**config.mk**
```make
export PLATFORM = sky130hd
export DESIGN_NAME = jk_excitation_driver_flat
export DESIGN_NICKNAME = d
export VERILOG_FILES = /design/src/rtl/jk_excitation_driver_if.sv /design/src/rtl/jk_excitation_driver.sv /design/src/flat_wrapper.sv
export SDC_FILE = /design/constraint.sdc
export NUM_CORES = 1
export LEC_CHECK = 0
export BUFFER_PORTS_ARGS = -buffer_cell sky130_fd_sc_hd__buf_2
export CAP_MARGIN = 20
export CORE_MARGIN = 3
export CORE_UTILIZATION = 34
export CTS_BUF_LIST = sky130_fd_sc_hd__clkbuf_8
export CTS_CLUSTER_SIZE = 20
export DETAILED_ROUTE_END_ITERATION = 10
export GPL_TIMING_DRIVEN = 0
export SYNTH_ARGS = -nofsm -noshare
export SYNTH_HDL_FRONTEND = slang
export SYNTH_SLANG_ARGS = --single-unit
```
**constraint.sdc**
```tcl
create_clock -name clk -period 2.37 [get_ports clk]
set_input_delay 0.237 -clock clk [delete_from_list [all_inputs] [get_ports clk]]
set_output_delay 0.237 -clock clk [all_outputs]
set_load 0.02 [all_outputs]
```
**src/rtl/jk_excitation_driver_if.sv**
```systemverilog
// Target-word handshake between a sequencing controller and jk_excitation_driver.
interface jk_excitation_driver_if #(
  parameter int WIDTH = 8
);
  logic             tgt_valid;
  logic [WIDTH-1:0] tgt_data;
  logic             tgt_ready;

  modport master (output tgt_valid, output tgt_data, input tgt_ready);
  modport slave  (input tgt_valid, input tgt_data, output tgt_ready);
endinterface

```
**src/rtl/jk_excitation_driver.sv**
```systemverilog
// Converts desired JK-bank states into one-cycle J/K excitation pulses and
// checks the bank's q feedback against a mirrored expected state.
module jk_excitation_driver #(
  parameter int WIDTH       = 8,
  parameter int LAT         = 2,
  parameter bit TOGGLE_PREF = 1'b0
) (
  input  logic                    clk,
  input  logic                    reset,
  jk_excitation_driver_if.slave   tgt_bus,
  output logic [WIDTH-1:0]        j,
  output logic [WIDTH-1:0]        k,
  input  logic [WIDTH-1:0]        q_fb,
  output logic                    busy,
  output logic                    err,
  output logic [WIDTH-1:0]        err_bits,
  input  logic                    err_clr
);

  localparam int CNT_W = (LAT < 1) ? 1 : $clog2(LAT + 1);

  localparam logic [1:0] IDLE  = 2'd0;
  localparam logic [1:0] DRIVE = 2'd1;
  localparam logic [1:0] WAIT  = 2'd2;
  localparam logic [1:0] CHECK = 2'd3;

  logic [1:0]       state;
  logic [WIDTH-1:0] mirror;
  logic [WIDTH-1:0] tgt;
  logic [CNT_W-1:0] cnt;
  logic [WIDTH-1:0] diff;

  // Returns {j, k}; unchanged bits always hold (j=k=0).
  function automatic logic [2*WIDTH-1:0] excite(input logic [WIDTH-1:0] m,
                                                 input logic [WIDTH-1:0] t);
    logic [WIDTH-1:0] jx;
    logic [WIDTH-1:0] kx;
    if (TOGGLE_PREF) begin
      jx = t ^ m;
      kx = t ^ m;
    end else begin
      jx = t & ~m;
      kx = m & ~t;
    end
    return {jx, kx};
  endfunction

  assign tgt_bus.tgt_ready = (state == IDLE);
  assign busy              = (state != IDLE);
  assign diff              = q_fb ^ mirror;

  always_ff @(posedge clk or posedge reset) begin
    if (reset) begin
      state  <= IDLE;
      mirror <= '0;
      tgt    <= '0;
      cnt    <= '0;
      j      <= '0;
      k      <= '0;
    end else begin
      case (state)
        IDLE: begin
          if (tgt_bus.tgt_valid) begin
            {j, k} <= excite(mirror, tgt_bus.tgt_data);
            tgt    <= tgt_bus.tgt_data;
            state  <= DRIVE;
          end
        end
        DRIVE: begin
          // The bank samples j/k on this edge, so the mirror advances with it.
          mirror <= tgt;
          j      <= '0;
          k      <= '0;
          cnt    <= CNT_W'(LAT - 1);
          state  <= (LAT == 1) ? CHECK : WAIT;
        end
        WAIT: begin
          cnt <= cnt - CNT_W'(1);
          if (cnt == CNT_W'(1)) state <= CHECK;
        end
        CHECK: begin
          state <= IDLE;
        end
        default: state <= IDLE;
      endcase
    end
  end

  // A fresh mismatch takes priority over a coincident clear.
  always_ff @(posedge clk or posedge reset) begin
    if (reset) begin
      err      <= 1'b0;
      err_bits <= '0;
    end else if ((state == CHECK) && (diff != '0)) begin
      err      <= 1'b1;
      err_bits <= err_clr ? diff : (err_bits | diff);
    end else if (err_clr) begin
      err      <= 1'b0;
      err_bits <= '0;
    end
  end

endmodule
```
**src/flat_wrapper.sv**
```systemverilog
// flat-port wrapper written by rule: the top's interface ports become plain ports
module jk_excitation_driver_flat 
#(
  parameter int WIDTH       = 8,
  parameter int LAT         = 2,
  parameter bit TOGGLE_PREF = 1'b0
)
  (clk, reset, j, k, q_fb, busy, err, err_bits, err_clr, tgt_bus_tgt_valid, tgt_bus_tgt_data, tgt_bus_tgt_ready);
  jk_excitation_driver_if #(.WIDTH(WIDTH)) tgt_bus_i ();
  input  logic clk;
  input  logic reset;
  output logic [WIDTH-1:0] j;
  output logic [WIDTH-1:0] k;
  input  logic [WIDTH-1:0] q_fb;
  output logic busy;
  output logic err;
  output logic [WIDTH-1:0] err_bits;
  input  logic err_clr;
  input wire logic [$bits(tgt_bus_i.tgt_valid)-1:0] tgt_bus_tgt_valid;
  input wire logic [$bits(tgt_bus_i.tgt_data)-1:0] tgt_bus_tgt_data;
  output wire logic [$bits(tgt_bus_i.tgt_ready)-1:0] tgt_bus_tgt_ready;
  assign tgt_bus_i.tgt_valid = tgt_bus_tgt_valid;
  assign tgt_bus_i.tgt_data = tgt_bus_tgt_data;
  assign tgt_bus_tgt_ready = tgt_bus_i.tgt_ready;
  jk_excitation_driver #(.WIDTH(WIDTH), .LAT(LAT), .TOGGLE_PREF(TOGGLE_PREF)) u_core (.clk(clk), .reset(reset), .tgt_bus(tgt_bus_i), .j(j), .k(k), .q_fb(q_fb), .busy(busy), .err(err), .err_bits(err_bits), .err_clr(err_clr));
endmodule
```
==> results of run 1 <==
==> cells in the final DEF, fill, tap and decap left out, types with 3 or more instances in the layout <==
master    instances
o21ai_0          11
ha_1              5
o21ai_1           3
a21oi_1           5
clkbuf_8          6
nand2_1          32
xnor2_1           8
o22ai_1           8
dfrtp_1          45
inv_1            14
nor2_1            6
nand2b_1          5
o31ai_2           3
mux2_2           11
nor3b_1           5
buf_2            47
==> power by group through the flow <==
stage / logic [mW] / clock network [mW] / registers [mW]
after floorplan: 0.953 / 0 / 1.53
after global placement: 1.57 / 0 / 1.34
after detailed placement: 1.62 / 0 / 1.36
after CTS: 1.63 / 0.508 / 1.34
after global routing: 1.76 / 0.534 / 1.39
final: 1.59 / 0.488 / 1.34
==> critical path, stage by stage, from the launching register on <==
cell     delay [ns]
dfrtp_1        0.42
inv_1          0.08
ha_1           0.26
inv_2          0.20
buf_2          0.20
==> registers in the layout (all words and copies together), names as in the netlist <==
name and count:
u_core.j 8, u_core.err 1, u_core.k 8, u_core.state 2, u_core.mirror 8, u_core.tgt 8
u_core.cnt 2, u_core.err_bits 8
==> worst paths after layout <==
check,depth (start not counted),end,slack [ns],from
setup / recovery,4,busy,0.67,u_core.state[0]
hold / removal,2,u_core.k[6],0.14,tgt_bus_tgt_data[6]
setup reg to reg,5,u_core.k[2],0.71,u_core.state[1]
hold reg to reg,2,u_core.mirror[6],0.48,u_core.tgt[6]
max in group asynchronous,4,u_core.cnt[1],1.40,reset
min in group asynchronous,3,u_core.mirror[3],0.46,reset
==> per-stage QoR <==
| step | std cells | utilization [%] | instance area, um2 |
|---|---|---|---|
| floorplan | 182 | - | 1990 |
| finish | 308 | 43.3 | 2430 |
| detailed placement | 300 | 41.5 | 2330 |
| CTS | 308 | 43.3 | 2430 |
| global placement | 299 | 41.2 | 2310 |
| global route | 308 | 43.3 | 2430 |
==> cell type report <==
class	instances	area, um2
fillers	585	3180
repair buffers	47	255
well taps	72	90.1
clock inverters	1	7.51
clock buffers	6	82.6
inverters	16	60.1
flip-flops and latches	45	1130
multi-input cells	115	764
plain buffers	6	43.8
==> cells in the mapped netlist, types with 2 or more instances <==
cell,n,area [um2]
ha_1,5,62.6
o22ai_1,8,50.1
nand3_1,2,10.0
o21ai_1,3,15.0
buf_6,2,22.5
xnor2_1,8,70.1
dfrtp_1,45,1130
buf_2,2,10.0
mux2_2,11,124
nand2_1,32,120
nor3b_1,5,37.5
o31ai_2,3,37.5
inv_1,15,56.3
o31ai_1,2,15.0
nand2b_1,5,31.3
nand4_1,2,12.5
a21oi_1,5,25.0
o21ai_0,11,55.1
nor2_1,6,22.5
==> cell families after synthesis <==
family          synth area share, %
flops                          56.5
buf+inv                        5.21
fa+ha+maj                      3.14
simple gates                   12.6
mux                            6.96
compound gates                 12.1
xor+xnor                       3.51
==> routing by layer <==
metal  vias to the layer above  share of wire (%)  wire (um)
met5                         -                  0          0
met4                         0                1.0         46
met3                         5                6.0        265
met2                        39                 47       2090
met1                       689                 46       2050
li1                        718                  -          -
==> flow_summary.json, run 1 <==
{
  "numCtsBuffers": 5,
  "synth_cells": 182,
  "die_area_um2": 6820,
  "ant_nets": 0,
  "cts_tree": "done",
  "combPwrFrac_pct": 46.6,
  "grt_pass1_vias": 1441,
  "totalPowerFinal_mw": 3.42,
  "p_switching_mw": 1.42,
  "synth_edf_count": 0,
  "slew_headroom_pct": 72.8,
  "top_usage_layer": "met2",
  "drt_iter0_drc": 58,
  "clockPowerShare_pct": 14.3,
  "start_util_pct": 35.6,
  "use_met2_pct": 21.8,
  "vias": 1451,
  "die_h_um": 82.6,
  "ys.flop_type": "dfrtp_1",
  "drc": 0,
  "setup_ws_ns": 0.674,
  "clk_pin_slew_worst_paths_ns": 0.08,
  "syn_area_um2": 1990,
  "p_int_mw": 2.00,
  "ys_seq_area_share_pct": 56.5,
  "finalCriticalPeriod_ns": 1.70,
  "finalSetupTns_ns": 0,
  "crit_path_end_kind": "output port",
  "routed_wl_mm": 4.45,
  "place_hpwl_mm": 3.31,
  "finalSetupViolCount": 0,
  "cp_max_fo": 8,
  "die_w_um": 82.6,
  "use_met1_pct": 19.5,
  "ctsHtreeMaxLevel": 2,
  "grt_pass1_wl_mm": 7.14,
  "core_um2": 5610,
  "required_ns": 2.13,
  "io_buffers": 45,
  "hold_violations": 0,
  "first_pass_iters": 4,
  "ys_types": 29,
  "insertion_delay_ns": 0.30,
  "ys_warn_count": 0,
  "finalCritPeriodShare_pct": 71.6,
  "synth.avg_cell_area_um2": 11.0,
  "ioPinCount": 47,
  "async_flop_share_pct": 100,
  "finClkSkew_ns": 0.00953,
  "cts_resized": 0,
  "status": "complete, no violations",
  "crit_arrival_ns": 1.46,
  "critPathKind": "reg -> out",
  "hold_buffers": 1,
  "seq_power_share_pct": 39.1,
  "holdWs_ns": 0.136,
  "grt_setup_unrepaired": "no",
  "p_sw_share_pct": 41.4,
  "grt.total_usage_pct": 14.4,
  "synth_fp_nets": 207,
  "nets": 261,
  "gr-usage-met3_pct": 3.69,
  "grt_max_degree": 29,
  "area_growth_pct": 21.8,
  "cts_sinks": 45,
  "hold_path_class": "in -> reg",
  "post_cts_buffers": 0,
  "cts-root-buf": "clkbuf_8",
  "vdd_drop_max_mv": 0.548,
  "startpoint_type": "flip-flop",
  "maxCapViolations": 0,
  "core.rowCount": 27,
  "clk_path_buf_depth": 2,
  "power_density_nw_per_um2": 1410,
  "worst_pin_slew_ns": 0.408,
  "n_antenna_cell": 0,
  "p_leak_nw": 1.18,
  "antenna_found_initial": 0,
  "max_freq_ghz": 0.590,
  "synth_seq_cells": 45,
  "vias_per_cell": 4.71,
  "drv_slew": 0,
  "dp_slack_ns": 0.681,
  "drive_gt1_share_pct": 33.5,
  "gp_congestion": 0.718,
  "wl_per_cell_um": 14.4,
  "grt_overflow": 0
}
(Power assumes the default switching activity.)
==> run 2, diff against run 1 <==
==> constraint.sdc (replaced) <==
create_clock -name clk -period 1.62 [get_ports clk]
set_input_delay 0.162 -clock clk [delete_from_list [all_inputs] [get_ports clk]]
set_output_delay 0.162 -clock clk [all_outputs]
set_load 0.02 [all_outputs]
==> run 2 against run 1 <==
Compared with the run above:
- sequential power up 46%
- global-route usage shrank 0.28 points
- critical path type is now reg -> reg
- core utilization is 0.22 points higher
- critical path depth up 2
- clock-buffer cell count is 1 lower
==> flow_summary.json, run 2 (synthesis results as in run 1) <==
{
  "vdd_drop_max_mv": 0.839,
  "io_buffers": 45,
  "finalCritPeriodShare_pct": 95.3,
  "ant_nets": 0,
  "wl_per_cell_um": 13.9,
  "dp_slack_ns": -0.0985,
  "power_density_nw_per_um2": 2040,
  "grt_setup_unrepaired": "yes",
  "cpMaxStageDelayCell": "dfrtp_1",
  "start_util_pct": 35.6,
  "numCtsBuffers": 5,
  "final.fill_count": 599,
  "max_stage_delay_ns": 0.41,
  "maxCapViolations": 0,
  "area_growth_pct": 22.5,
  "use_met1_pct": 19.2,
  "final_cell_mix": "buf_2, dfrtp_1, nand2_1",
  "grt_max_degree": 40,
  "n_antenna_cell": 0,
  "grt_pass1_vias": 1484,
  "place_hpwl_mm": 3.21,
  "finClkSkew_ns": 0.00554,
  "core.rowCount": 27,
  "die_w_um": 82.6,
  "critPathBufInv": 2,
  "vias": 1436,
  "status": "complete, no violations",
  "required_ns": 1.80,
  "final-seq-area_um2": 1130,
  "use_met2_pct": 22.4,
  "ctsHtreeMaxLevel": 2,
  "gp_congestion": 0.719,
  "finalCriticalPeriod_ns": 1.54,
  "post_cts_buffers": 0,
  "vias_per_cell": 4.65,
  "hold_violations": 0,
  "top_usage_layer": "met2",
  "nets": 261,
  "core_um2": 5610,
  "finalSetupTns_ns": 0,
  "cts-root-buf": "clkbuf_8",
  "slew_headroom_pct": 77.0,
  "cp_top_family": "flip-flops",
  "insertion_delay_ns": 0.30,
  "first_pass_iters": 4,
  "setup_ws_ns": 0.0768,
  "drv_slew": 0,
  "clk_path_buf_depth": 2,
  "drive_gt1_share_pct": 34.2,
  "drt_iter0_drc": 96,
  "max_freq_ghz": 0.648,
  "clk_pin_slew_worst_paths_ns": 0.08,
  "crit_arrival_ns": 1.73,
  "routed_wl_mm": 4.30,
  "worst_pin_slew_ns": 0.346,
  "cts_sinks": 45,
  "critPathKind": "reg -> reg",
  "finalSetupViolCount": 0,
  "grt.total_usage_pct": 14.1,
  "startpoint_type": "flip-flop",
  "cp_max_fo": 8,
  "antenna_found_initial": 0,
  "crit_path_end_kind": "flip-flop",
  "p_leak_nw": 1.19,
  "design_area_um2": 2440,
  "cts_tree": "done",
  "ioPinCount": 47,
  "drc": 0,
  "cp_cell_sequence": "inv_1, ha_2, inv_2, nor2_4, a21oi_2, mux2_4",
  "place_area_um2": 2330,
  "grt_overflow": 0,
  "grt_pass1_wl_mm": 7.13,
  "hold_path_class": "in -> reg",
  "die_area_um2": 6820,
  "totalPowerFinal_mw": 4.99,
  "gr-usage-met3_pct": 3.80,
  "die_h_um": 82.6,
  "multi_input_area_um2": 774
}
run 2: cell types whose count changed in the layout (fill, tap and decap cells not counted), sizes merged:
cell / delta
inv: +2
buf: -1
run 2: cell type report:
class	count	share of cell area, %
well taps	72	3.69
clock inverters	3	0.615
plain buffers	6	2.15
multi-input cells	115	31.7
flip-flops and latches	45	46.1
repair buffers	47	10.5
inverters	16	2.46
clock buffers	5	2.82
run 2: worst register-to-register path, cell delays in order (launching register included):
cell and delay (ns):
dfrtp_1 0.41, inv_1 0.08, ha_2 0.22, inv_2 0.17, nor2_4 0.09, a21oi_2 0.15
mux2_4 0.31
run 2: worst paths after layout:
path | startpoint | slack (ns) | depth (start not counted) | endpoint
worst max-delay path | u_core.state[0] | 0.08 | 6 | u_core.state[1]
worst min-delay path | tgt_bus_tgt_data[6] | 0.06 | 2 | u_core.k[6]
worst max register to register | u_core.state[0] | 0.08 | 6 | u_core.state[1]
worst min register to register | u_core.j[0] | 0.48 | 2 | u_core.j[0]
max in group asynchronous | reset | 0.86 | 4 | u_core.tgt[2]
min in group asynchronous | reset | 0.30 | 3 | u_core.k[0]
run 2: where the power goes:
part           internal, mW  switching (mW)  leakage, nW  total [mW]
registers              1.63           0.326        0.571        1.96
clock network         0.293           0.382       0.0467       0.675
logic                 0.998            1.36        0.568        2.35
total                  2.92            2.06         1.19        4.99
run 2: per-layer routing:
metal | vias to the layer above | wire (um)
met1 | 675 | 2010
met2 | 34 | 2010
met5 | - | 0
met4 | 0 | 45
li1 | 721 | -
met3 | 6 | 240
run 2: timing repair:
action                                  in CTS  in global routing
gates resized for setup                      2                  3
endpoints found under the hold margin        6                  0
endpoints found under the setup margin      13                 10
cloned                                       0                  0
hold buffers                                 1                  0
run 2: through the flow:
| step | utilization (%) | instances | hold slack [ns] |
|---|---|---|---|
| finish | 43.6 | 309 | 0.0573 |
| global route | 43.6 | 309 | 0.0629 |
| CTS | 43.4 | 309 | 0.0571 |
| detailed placement | 41.6 | 300 | 0.0748 |
| global placement | 41.2 | 299 | 0.376 |
| floorplan | - | 182 | 0.254 |
==> run 3, diff against run 2 <==
--- a/config.mk
+++ b/config.mk
@@ -8,11 +8,12 @@
 export BUFFER_PORTS_ARGS = -buffer_cell sky130_fd_sc_hd__buf_2
 export CAP_MARGIN = 20
 export CORE_MARGIN = 3
-export CORE_UTILIZATION = 34
+export CORE_UTILIZATION = 55
 export CTS_BUF_LIST = sky130_fd_sc_hd__clkbuf_8
 export CTS_CLUSTER_SIZE = 20
 export DETAILED_ROUTE_END_ITERATION = 10
 export GPL_TIMING_DRIVEN = 0
+export PLACE_DENSITY_LB_ADDON = 0.2
 export SYNTH_ARGS = -nofsm -noshare
 export SYNTH_HDL_FRONTEND = slang
 export SYNTH_SLANG_ARGS = --single-unit
==> run 3 against run 2 <==
Compared with the run above:
- die area is 36% lower
- register-to-register slack better by 0.03 ns
- core utilization up 27 points
- largest power group unchanged
- routed wire length shrank 3.2%
- power rose by 4.5%
- sequential cell count unchanged
- critical path type unchanged
- via count rose by 3.6%
- cell area shrank 1.1%
- hold slack improved by 0.019 ns
- combinational power rose by 2%
- cell count is 9.1% lower
- largest cell class unchanged
==> flow_summary.json, run 3 (synthesis results as in run 1) <==
{
  "cts-root-buf": "clkbuf_8",
  "setup_ws_ns": 0.107,
  "grt_overflow": 0,
  "vias_per_cell": 5.29,
  "ant_nets": 0,
  "cts_sinks": 45,
  "finalCriticalPeriod_ns": 1.51,
  "dp_slack_ns": -0.0407,
  "final_cell_mix": "buf_2, dfrtp_1, nand2_1",
  "dr_wl_met3_um": 192,
  "start_util_pct": 58.4,
  "vdd_drop_max_mv": 1.07,
  "stdcell_count": 281,
  "core.rowCount": 21,
  "core_um2": 3420,
  "combPwrFrac_pct": 46.0,
  "cp_max_fo": 8,
  "numCtsBuffers": 5,
  "highest_layer": "met4",
  "place_hpwl_mm": 3.14,
  "finalSetupViolCount": 0,
  "grt_pass1_wl_mm": 6.73,
  "hold_buffers": 0,
  "hold_violations": 0,
  "ctsHtreeMaxLevel": 2,
  "max_freq_ghz": 0.661,
  "drive_gt1_share_pct": 34.5,
  "design_area_um2": 2410,
  "die_h_um": 66.2,
  "finalSetupTns_ns": 0,
  "nets": 259,
  "worst_pin_slew_ns": 0.915,
  "hold_path_class": "in -> async",
  "die_w_um": 66.2,
  "dp.cells": 273,
  "p_leak_nw": 1.19,
  "grt_setup_unrepaired": "no",
  "routed_wl_mm": 4.16,
  "first_pass_iters": 4,
  "grt_max_degree": 46,
  "insertion_delay_ns": 0.29,
  "final.fill_count": 266,
  "drc": 0,
  "die_area_um2": 4380,
  "n_antenna_cell": 0,
  "startpoint_type": "flip-flop",
  "slew_headroom_pct": 38.9,
  "drv_slew": 0,
  "io_buffers": 45,
  "wl_per_cell_um": 14.8,
  "grt.total_usage_pct": 20.6,
  "p_switching_mw": 2.09,
  "ioPinCount": 47,
  "crit_arrival_ns": 1.68,
  "area_growth_pct": 21.1,
  "required_ns": 1.79,
  "cts_tree": "done",
  "critPathKind": "reg -> reg",
  "finClkSkew_ns": 0.00607,
  "clk_pin_slew_worst_paths_ns": 0.08,
  "seq_power_share_pct": 37.9,
  "status": "complete, no violations",
  "vias": 1487,
  "fin_util_pct": 70.7,
  "power_density_nw_per_um2": 2160,
  "holdWs_ns": 0.0762,
  "clk_path_buf_depth": 2,
  "place_area_um2": 2280,
  "routed-wl-met2_mm": 2.18,
  "grt_pass1_vias": 1514,
  "totalPowerFinal_mw": 5.21,
  "post_cts_buffers": 0,
  "clockPowerShare_pct": 16.1,
  "maxCapViolations": 0,
  "antenna_found_initial": 0,
  "p_sw_share_pct": 40.0,
  "finalCritPeriodShare_pct": 93.4,
  "crit_path_end_kind": "flip-flop",
  "p_int_mw": 3.13,
  "gp_congestion": 0.798,
  "met1_length_mm": 1.77,
  "drt_iter0_drc": 27
}
==> run 3: critical path: stages, from the launching register on <==
cell and delay, ns:
dfrtp_1 0.42, inv_1 0.10, ha_2 0.25, inv_4 0.08
nor2_4 0.18, a21oi_2 0.07, mux2_4 0.29
==> run 3: per-layer routing <==
metal	up-vias	GRT usage (%)
met3	2	4.25
met5	-	0
met4	0	6.85
met1	726	25.3
li1	717	-
met2	42	35.9
==> run 3: final cells by class <==
cell class                      instances  area [um2]  share of cell area (%)
Buffer                                  6        52.6                    2.18
Clock buffer                            6        82.6                    3.42
Clock inverter                          2        33.8                    1.40
Inverter                               16        62.6                    2.59
Multi-Input combinational cell        115         774                    32.1
Sequential cell                        45        1130                    46.6
Tap cell                               46        57.6                    2.38
Timing Repair Buffer                   45         225                    9.33
==> run 3: what timing repair did <==
action,in CTS,in global routing
gates resized for setup,1,5
pin swaps,0,0
endpoints found under the setup margin,10,12
==> run 3: power groups by stage <==
| stage | Clock [mW] | Sequential, mW | Combinational (mW) |
|---|---|---|---|
| 6_report | 0.839 | 1.98 | 2.39 |
| 3_3_place_gp | 0 | 1.95 | 2.26 |
| 5_1_grt | 0.915 | 2.03 | 2.61 |
| 4_1_cts | 0.862 | 1.97 | 2.39 |
| 2_1_floorplan | 0 | 2.24 | 1.40 |
| 3_5_place_dp | 0 | 1.99 | 2.38 |
==> run 3: path summary, 6_finish.rpt <==
kind	cells after the start	slack, ns	to	startpoint
worst min register to register	2	0.48	u_core.j[0]	u_core.j[0]
min in group clk	2	0.08	u_core.k[6]	tgt_bus_tgt_data[6]
worst max-delay path	6	0.11	u_core.state[1]	u_core.state[0]
worst min-delay path	2	0.08	u_core.err_bits[5]	reset
worst max register to register	6	0.11	u_core.state[1]	u_core.state[0]
max in group asynchronous	2	0.98	u_core.state[0]	reset
